--- src/rtl/seq_countdown_arbiter_if.sv ---
// Handshake bundle between the per-channel requesters and the shared countdown arbiter.
// The requester side drives req/load_val; the arbiter drives grant, count and the completion pulses.
interface seq_countdown_arbiter_if #(
    parameter int NREQ  = 4,
    parameter int WIDTH = 8
);
    localparam int IDW = $clog2(NREQ);

    logic [NREQ-1:0]       req;
    logic [NREQ*WIDTH-1:0] load_val;
    logic [NREQ-1:0]       grant;
    logic                  busy;
    logic [WIDTH-1:0]      count;
    logic                  done;
    logic [IDW-1:0]        done_id;
    logic                  aborted;

    modport master (
        output req, load_val,
        input  grant, busy, count, done, done_id, aborted
    );

    modport slave (
        input  req, load_val,
        output grant, busy, count, done, done_id, aborted
    );
endinterface

--- src/rtl/seq_countdown_arbiter.sv ---
// Round-robin arbiter that lends one shared down-counter to NREQ requesters.
// Reports done (or aborted) with the owner's id, then releases the counter.
module seq_countdown_arbiter #(
    parameter int NREQ  = 4,
    parameter int WIDTH = 8
) (
    input  logic                    clk,
    input  logic                    rst,
    seq_countdown_arbiter_if.slave  bus
);
    localparam int IDW = $clog2(NREQ);

    typedef enum logic {IDLE, COUNT} state_t;

    state_t           state_reg, state_next;
    logic [NREQ-1:0]  grant_reg, grant_next;
    logic [WIDTH-1:0] count_reg, count_next;
    logic             done_reg, done_next;
    logic             aborted_reg, aborted_next;
    logic [IDW-1:0]   done_id_reg, done_id_next;
    logic [IDW-1:0]   rr_ptr_reg, rr_ptr_next;
    logic [IDW-1:0]   owner_reg, owner_next;

    logic [WIDTH-1:0] load_slice [NREQ];
    logic             win_found;
    logic [IDW-1:0]   win_idx;
    logic [IDW:0]     cand;

    generate
        for (genvar gi = 0; gi < NREQ; gi++) begin : g_slice
            assign load_slice[gi] = bus.load_val[gi*WIDTH +: WIDTH];
        end
    endgenerate

    // Scan upward from rr_ptr+1; the extra bit lets the sum wrap without overflow.
    always_comb begin
        win_found = 1'b0;
        win_idx   = '0;
        cand      = '0;
        for (int k = 0; k < NREQ; k++) begin
            cand = {1'b0, rr_ptr_reg} + (IDW+1)'(k) + (IDW+1)'(1);
            if (cand >= (IDW+1)'(NREQ)) begin
                cand = cand - (IDW+1)'(NREQ);
            end
            if (!win_found && bus.req[cand[IDW-1:0]]) begin
                win_found = 1'b1;
                win_idx   = cand[IDW-1:0];
            end
        end
    end

    always_comb begin
        state_next   = state_reg;
        grant_next   = grant_reg;
        count_next   = count_reg;
        done_next    = 1'b0;
        aborted_next = 1'b0;
        done_id_next = done_id_reg;
        rr_ptr_next  = rr_ptr_reg;
        owner_next   = owner_reg;
        case (state_reg)
            IDLE: begin
                if (win_found) begin
                    state_next = COUNT;
                    grant_next = NREQ'(1) << win_idx;
                    count_next = load_slice[win_idx];
                    owner_next = win_idx;
                end
            end
            COUNT: begin
                // A dropped request takes precedence even on the final zero cycle.
                if (!bus.req[owner_reg]) begin
                    state_next   = IDLE;
                    aborted_next = 1'b1;
                    done_id_next = owner_reg;
                    count_next   = '0;
                    grant_next   = '0;
                    rr_ptr_next  = owner_reg;
                end else if (count_reg == '0) begin
                    state_next   = IDLE;
                    done_next    = 1'b1;
                    done_id_next = owner_reg;
                    grant_next   = '0;
                    rr_ptr_next  = owner_reg;
                end else begin
                    count_next = count_reg - WIDTH'(1);
                end
            end
            default: state_next = IDLE;
        endcase
    end

    always_ff @(posedge clk) begin
        if (rst) begin
            state_reg   <= IDLE;
            grant_reg   <= '0;
            count_reg   <= '0;
            done_reg    <= 1'b0;
            aborted_reg <= 1'b0;
            done_id_reg <= '0;
            rr_ptr_reg  <= IDW'(NREQ - 1);
            owner_reg   <= '0;
        end else begin
            state_reg   <= state_next;
            grant_reg   <= grant_next;
            count_reg   <= count_next;
            done_reg    <= done_next;
            aborted_reg <= aborted_next;
            done_id_reg <= done_id_next;
            rr_ptr_reg  <= rr_ptr_next;
            owner_reg   <= owner_next;
        end
    end

    assign bus.grant   = grant_reg;
    assign bus.busy    = (state_reg == COUNT);
    assign bus.count   = count_reg;
    assign bus.done    = done_reg;
    assign bus.aborted = aborted_reg;
    assign bus.done_id = done_id_reg;
endmodule

--- src/flat_wrapper.sv ---
// flat-port wrapper written by rule: the top's interface ports become plain ports
module seq_countdown_arbiter_flat 
#(
    parameter int NREQ  = 4,
    parameter int WIDTH = 8
)
  (clk, rst, bus_req, bus_load_val, bus_grant, bus_busy, bus_count, bus_done, bus_done_id, bus_aborted);
  seq_countdown_arbiter_if #(.NREQ(NREQ), .WIDTH(WIDTH)) bus_i ();
  input  logic clk;
  input  logic rst;
  input wire logic [$bits(bus_i.req)-1:0] bus_req;
  input wire logic [$bits(bus_i.load_val)-1:0] bus_load_val;
  output wire logic [$bits(bus_i.grant)-1:0] bus_grant;
  output wire logic [$bits(bus_i.busy)-1:0] bus_busy;
  output wire logic [$bits(bus_i.count)-1:0] bus_count;
  output wire logic [$bits(bus_i.done)-1:0] bus_done;
  output wire logic [$bits(bus_i.done_id)-1:0] bus_done_id;
  output wire logic [$bits(bus_i.aborted)-1:0] bus_aborted;
  assign bus_i.req = bus_req;
  assign bus_i.load_val = bus_load_val;
  assign bus_grant = bus_i.grant;
  assign bus_busy = bus_i.busy;
  assign bus_count = bus_i.count;
  assign bus_done = bus_i.done;
  assign bus_done_id = bus_i.done_id;
  assign bus_aborted = bus_i.aborted;
  seq_countdown_arbiter #(.NREQ(NREQ), .WIDTH(WIDTH)) u_core (.clk(clk), .rst(rst), .bus(bus_i));
endmodule
--- config.mk ---
export PLATFORM = sky130hd
export DESIGN_NAME = seq_countdown_arbiter_flat
export DESIGN_NICKNAME = d
export VERILOG_FILES = /design/src/rtl/seq_countdown_arbiter_if.sv /design/src/rtl/seq_countdown_arbiter.sv /design/src/flat_wrapper.sv
export SDC_FILE = /design/constraint.sdc
export NUM_CORES = 1
export LEC_CHECK = 0
export ABC_AREA = 1
export CORE_ASPECT_RATIO = 0.8
export CORE_UTILIZATION = 46
export DETAILED_ROUTE_END_ITERATION = 10
export GPL_TIMING_DRIVEN = 0
export PLACE_DENSITY = 0.86
export SYNTH_ARGS = -nofsm -noshare
export SYNTH_HDL_FRONTEND = slang
export SYNTH_SLANG_ARGS = --single-unit
--- constraint.sdc ---
create_clock -name clk -period 2.4 [get_ports clk]
set_clock_uncertainty 0.15 [all_clocks]
set_input_delay 0.48 -clock clk [delete_from_list [all_inputs] [get_ports clk]]
set_output_delay 0.48 -clock clk [all_outputs]
set_load 0.1 [all_outputs]
# Word-level counts from Yosys, hierarchy flattened
# Index checks and enable logic that the tools add are counted.
[word_totals]
output_inout_bits = 17
ff_bits = 21
input_bits = 38
[op_classes]
bitwise = 3
add_sub_neg = 11
n_mux = 41
reduce_logical = 13
order_cmp = 10
n_eq_ne = 4
shifts = 1
[ops]
columns = ["cell", "n"]
rows = [
  ["two-way mux 8 bit", 5],
  ["two-way mux 2 bit", 10],
  ["binary-select mux 8 bit (select 2 bit)", 1],
  ["case mux 8 bit (2 select lines)", 1],
  [">= comparator 3 bit, second input constant", 5],
  ["< comparator 2 x 3 -> 1 bit, second input constant", 5],
  ["two-way mux 1 bit", 14],
  ["two-way mux 4 bit", 3],
  ["binary-select mux 1 bit (select 2 bit)", 5],
  ["adder 3 x 1 -> 3 bit, second input constant", 3],
  ["logical NOT 8 bit", 1],
  ["case mux 4 bit (2 select lines)", 1],
  ["AND reduction 2 bit", 4],
  ["subtractor 2 x 1 -> 2 bit, second input constant", 4],
  ["subtractor 8 x 1 -> 8 bit, second input constant", 1],
  ["adder 2 x 2 -> 3 bit, second input constant", 2],
  ["inequality test 3 bit, second input constant", 2],
  ["<< shifter 1 x 2 -> 4 bit, first input constant", 1],
  ["adder 2 x 1 -> 3 bit, second input constant", 1],
  ["logical AND 1 bit", 3],
  ["logical NOT 1 bit", 3],
  ["NOT 2 -> 3 bit", 1],
  ["OR reduction 3 bit", 1],
  ["inequality test 2 x 1 -> 1 bit, second input constant", 1],
  ["4 further kinds", 5],
]

# Logic depth before layout (Yosys ltp)
# Gate-level depths: netlist of run 1.
[depth]
ltp_word = 21
depth_mapped = 18
mapped_depth_nobuf = 16

# Worst setup path before layout of run 1
# No wires, ideal clock.
[synth_path]
path_kind = "register to register"
from = "register u_core.count_reg[0] (netlist: u_core.bus.count[0])"
to = "register u_core.count_reg[3] (netlist: u_core.bus.count[3])"
setup_slack_ns = -0.082
synth_period_minus_slack_ns = 2.482
required_time_ns = 2.126
setup_time_ns = 0.124
path_buffers = 0
path_stages_with_launch = 11
t_arrival_ns = 2.208
path_cell_list = "dfxtp_1 > inv_1 > ha_1 > inv_1 > nor4_1 > inv_1 > o21ai_0 > nand2_1 > inv_2 > a21oi_1 > a21oi_2"
[synth_via]
elab_chain_cells = 4
word_cells_on_any_way = 7
[synth_lines]
columns = ["element", "line", "source"]
rows = [
  ["from (decl)", "seq_countdown_arbiter.sv:17", "logic [WIDTH-1:0] count_reg, count_next;"],
  ["from (signal assigned)", "seq_countdown_arbiter.sv:106", "count_reg <= count_next;"],
  ["subtractor 8 x 1 -> 8 bit", "seq_countdown_arbiter.sv:86", "count_next = count_reg - WIDTH'(1);"],
  ["two-way mux 8 bit", "seq_countdown_arbiter.sv:79", "end else if (count_reg == '0) begin"],
  ["two-way mux 8 bit", "seq_countdown_arbiter.sv:72", "if (!bus.req[owner_reg]) begin"],
  ["case mux 8 bit (2 select lines)", "seq_countdown_arbiter.sv:61", "case (state_reg)"],
]
# Several ways; a longest one is shown, not always the timed one. The select of a mux whose other input is x is not followed.
# A chain may end at the register's enable or synchronous reset.

# Worst setup path after layout of run 1
[layout_path]
from = "register u_core.done_id_reg[0] (netlist: u_core.bus.done_id[0])"
to = "output bus_done_id[0]"
[layout_rtl]
columns = ["element", "line", "source"]
rows = [
  ["from (decl)", "seq_countdown_arbiter.sv:20", "logic [IDW-1:0] done_id_reg, done_id_next;"],
  ["from (signal assigned)", "seq_countdown_arbiter.sv:109", "done_id_reg <= done_id_next;"],
  ["to (decl)", "flat_wrapper.sv:17", "output wire logic [$bits(bus_i.done_id)-1:0] bus_done_id;"],
]
# No word-level cell between the ends.

==> impl_metrics.yaml, run 1 <==
synth:
  avgSynthCellArea_um2: 6.55
  ys_seq_area_share_pct: 24.6
  synth_ff_type: "dfxtp_1"
  syn_nets: 301
  synth_edf_count: 0
  synth.distinct_cells: 31
  async_flop_share_pct: 0
  ys_seq_elements: 21
  ys_warn_count: 0
  synthCells: 261
  syn-cell-area_um2: 1710
layout:
  area_delta_synth_final_pct: 40.2
  antenna_cells: 0
  layout_commonest_cell: "nand2_1"
  largest_reg_flops: 8
  nFillCells: 304
  layout-drive-gt1-share_pct: 19.9
  postLayoutCellArea_um2: 2400
  mostFrequentLayoutCells: "nand2_1, clkdlybuf4s50_1, nand3_1, nand2_2, dfxtp_1"
  final_nets: 363
  stdcell_count: 364
placed_design:
  place_area_um2: 2300
  gp_congestion: 0.841
  dp_cells: 357
  place_ws_ps: -214
  dpl.hpwl_um: 3270
  port_buffers: 54
detailed_routing:
  final_antenna_net_count: 0
  wl_met1_um: 2080
  top_layer: "met4"
  totalWireLength_um: 4210
  via_per_inst: 5.06
  wire_per_inst_um: 11.6
  drt-pass1-iter-count: 4
  dr_wl_met3_um: 268
  first_iter_violations: 138
  wl_met2_um: 1820
  drc: 0
  dr_total_vias: 1841
setup_path:
  required_ps: 1770
  critical_path.slowest_cell: "clkdlybuf4s50_1"
  slowest_delay_ps: 1130
  end_kind: "output port"
  cp_cell_sequence: "clkdlybuf4s50_1"
  critPathTopFamily: "buffers and inverters"
  arrival_ps: 1720
  startpoint_type: "register"
  path_buf_inv: 1
  cp_max_fo: 2
  critPathKind: "reg -> out"
grt:
  grt-ovfl-total: 0
  grt_pass1_vias: 1758
  grt_max_degree: 13
  groute.usage.overall_pct: 22.7
  grt_pass1_wl_um: 7360
  antenna_found_initial: 0
sta:
  finalMaxSlewViolations: 0
  rsz0062_at_grt: "yes"
  period_share_pct: 98.1
  fmax_mhz: 425
  worstMarginPinSlew_ps: 965
  slew_headroom_pct: 35.5
  setup_viol: 0
  finalHoldViolCount: 0
  final.min_clock_period_ps: 2350
  setup_ws_ps: 45.4
clocking:
  cts_hold_buf: 0
  cts_tree: "built"
  clockRootBuffer: "clkbuf_8"
  h-tree-depth: 1
  clock_path_buffers: 2
  clkLatencyLatePin_ps: 260
  numCtsBuffers: 3
  clk_pin_slew_ps: 80
  cts.sinks: 21
die:
  start_util_pct: 48.9
  die_x_um: 70.2
  dieArea_um2: 3960
  rows: 19
  num_io_pins: 55
  core_um2: 3490
  fp.dieH_um: 56.5
power:
  powerDensity_nw_per_um2: 1670
  leakagePower_nw: 1.20
  peakVddDrop_mv: 0.920
status:
  status: "finished, final reports clean"
flow_run:
  drv_cap: 0
min_path:
  hp-class: "reg -> reg"
==> per-stage QoR <==
step | power [mW] | utilization [%] | hold WS [ps] | TNS [ps]
after global routing | 4.33 | 68.6 | 340 | -6.06
final | 3.99 | 68.6 | 320 | 0
after global placement | 3.65 | 65.9 | 298 | -1430
after CTS | 3.90 | 67.0 | 319 | 0
after detailed placement | 3.68 | 65.9 | 306 | -1650
after floorplan | 3.08 | - | 322 | 0
==> tightest hold or removal path, delay by kind of cell, from the launching register on <==
| kind | cells | cell delay (ps) |
|---|---|---|
| compound gates | 1 | 50 |
| flops | 1 | 320 |
| simple gates | 1 | 60 |
==> cells by family after synthesis <==
group | after synthesis | synth area share, %
XOR/XNOR | 5 | 2.56
flip-flops | 21 | 24.6
buffers and inverters | 31 | 10.4
adder cells (fa/ha/maj) | 2 | 1.46
AO/OA/AOI/OAI | 43 | 15.3
AND/OR/NAND/NOR | 159 | 45.7
==> report_power, final <==
group / internal, mW / leakage, nW / switching, mW
Combinational: 1.05 / 0.998 / 2.15
Sequential: 0.463 / 0.173 / 0.104
Clock: 0.116 / 0.0255 / 0.118
Total: 1.62 / 1.20 / 2.37
==> path summary, 6_finish.rpt <==
path                               from                     to  slack (ps)  cells after the start
hold reg to reg   u_core.bus.done_id[0]  u_core.bus.done_id[0]         320                      2
setup reg to reg   u_core.rr_ptr_reg[1]    u_core.bus.count[4]         290                     15
hold / removal    u_core.bus.done_id[0]  u_core.bus.done_id[0]         320                      2
setup / recovery  u_core.bus.done_id[0]         bus_done_id[0]          50                      1
==> what timing repair did <==
| action | CTS | global route |
|---|---|---|
| setup endpoints to repair | 8 | 13 |
| buffers inserted | 0 | 3 |
| gates resized for setup | 8 | 11 |
| pin swaps | 0 | 2 |
==> metal layers <==
metal | track usage, % | up-vias
li1 | - | 967
met1 | 31.0 | 801
met2 | 36.0 | 67
met3 | 4.67 | 6
met4 | 7.14 | 0
met5 | 0 | -
==> layout make-up <==
type / instances / area, um^2 / area share, %
multi-input combinational: 209 / 1130 / 47.2
timing repair buffer: 57 / 568 / 23.7
sequential: 21 / 422 / 17.6
inverter: 24 / 97.6 / 4.07
buffer: 7 / 80.1 / 3.34
tap: 42 / 52.6 / 2.19
clock buffer: 3 / 41.3 / 1.72
clock inverter: 1 / 5.00 / 0.209
==> synth_stat cells (all sizes together) (4+ instances only) <==
library cell | n | area [um^2]
nand2 | 110 | 511
nand3 | 28 | 158
inv | 24 | 97.6
a21oi | 22 | 140
dfxtp | 21 | 420
o21ai | 18 | 93.8
nor2 | 15 | 75.1
buf | 5 | 61.3
nor3 | 4 | 25.0
xnor2 | 4 | 35.0
No activity file was read; power rests on OpenSTA's default activity.
==> run 2: changes to the inputs <==
--- a/config.mk
+++ b/config.mk
@@ -11,6 +11,7 @@
 export DETAILED_ROUTE_END_ITERATION = 10
 export GPL_TIMING_DRIVEN = 0
 export PLACE_DENSITY = 0.86
+export SKIP_CTS_REPAIR_TIMING = 1
 export SYNTH_ARGS = -nofsm -noshare
 export SYNTH_HDL_FRONTEND = slang
 export SYNTH_SLANG_ARGS = --single-unit
==> impl_metrics.yaml, run 2 (synthesis gave the netlist of run 1 again) <==
grt:
  met1_usage_pct: 31.0
  use_met2_pct: 36.0
  busiest_layer: "met2"
  grt_max_degree: 13
  antenna_found_initial: 0
  groute.usage.overall_pct: 22.7
  grt_pass1_vias: 1758
  grt-ovfl-total: 0
  grt_pass1_wl_um: 7360
  use_met3_pct: 4.67
die:
  start_util_pct: 48.9
  fp.dieH_um: 56.5
  die_x_um: 70.2
  num_io_pins: 55
  dieArea_um2: 3960
  core_um2: 3490
  rows: 19
setup_path:
  cp_max_fo: 2
  critPathTopFamily: "buffers and inverters"
  slowest_delay_ps: 1130
  path_buf_inv: 1
  startpoint_type: "register"
  critical_path.slowest_cell: "clkdlybuf4s50_1"
  arrival_ps: 1730
  critPathKind: "reg -> out"
  end_kind: "output port"
  required_ps: 1770
  cp_cell_sequence: "clkdlybuf4s50_1"
clocking:
  clock_path_buffers: 2
  cts_tree: "built"
  cts.sinks: 21
  numCtsBuffers: 3
  clockRootBuffer: "clkbuf_8"
  clkLatencyLatePin_ps: 260
  clk_pin_slew_ps: 80
  h-tree-depth: 1
sta:
  whs_ps: 320
  final.min_clock_period_ps: 2360
  rsz0062_at_grt: "yes"
  fmax_mhz: 424
  finalHoldViolCount: 0
  period_share_pct: 98.2
  worstMarginPinSlew_ps: 970
  finalMaxSlewViolations: 0
  slew_headroom_pct: 35.2
  setup_viol: 0
power:
  peakVddDrop_mv: 0.920
  total_power_mw: 4.02
  powerDensity_nw_per_um2: 1660
  leakagePower_nw: 1.29
detailed_routing:
  via_per_inst: 5.06
  dr_total_vias: 1841
  wire_per_inst_um: 11.6
  first_iter_violations: 153
  final_antenna_net_count: 0
  drc: 0
  drt-pass1-iter-count: 4
  totalWireLength_um: 4230
placed_design:
  dpl.hpwl_um: 3270
  port_buffers: 54
  place_area_um2: 2300
  gp_congestion: 0.841
layout:
  final_nets: 363
  antenna_cells: 0
  mostFrequentLayoutCells: "nand2_1, clkdlybuf4s50_1, nand3_1, nand2_2, dfxtp_1"
  largest_reg_flops: 8
  layout-drive-gt1-share_pct: 19.9
  area_delta_synth_final_pct: 41.9
  postLayoutCellArea_um2: 2430
  layout_commonest_cell: "nand2_1"
  final_core_util_pct: 69.4
status:
  status: "finished, final reports clean"
min_path:
  hp-class: "reg -> reg"
flow_run:
  drv_cap: 0
run 2: area by class of cell:
class | instances | area [um^2]
multi-input combinational | 209 | 1130
tap | 42 | 52.6
clock buffer | 3 | 41.3
sequential | 21 | 422
inverter | 24 | 97.6
fill | 303 | 1070
timing repair buffer | 57 | 598
clock inverter | 1 | 5.00
buffer | 7 | 80.1
run 2: final timing paths:
| kind | start | to | slack (ps) | cells after the start |
|---|---|---|---|---|
| setup / recovery | u_core.bus.done_id[0] | bus_done_id[0] | 40 | 1 |
| hold / removal | u_core.bus.done_id[0] | u_core.bus.done_id[0] | 320 | 2 |
| setup reg to reg | u_core.rr_ptr_reg[1] | u_core.bus.count[0] | 280 | 17 |
| hold reg to reg | u_core.bus.done_id[0] | u_core.bus.done_id[0] | 320 | 2 |
run 2: metal layers:
metal	vias to the layer above	part of all wire, %
met3	4	6.1
met2	65	44
met5	-	0
li1	966	-
met1	806	49
met4	0	0.69
run 2: power by group:
group	total [mW]	internal, mW	switching (mW)
sequential	0.567	0.463	0.104
clock	0.236	0.116	0.120
combinational	3.22	1.07	2.15
run 2: stage by stage:
stage / TNS (ps) / setup WS (ps) / instances
finish: 0 / 43.9 / 364
floorplan: 0 / 23.0 / 261
global route: -5.83 / -3.90 / 364
detailed placement: -1650 / -214 / 357
global placement: -1430 / -199 / 357
CTS: -553 / -86.2 / 361
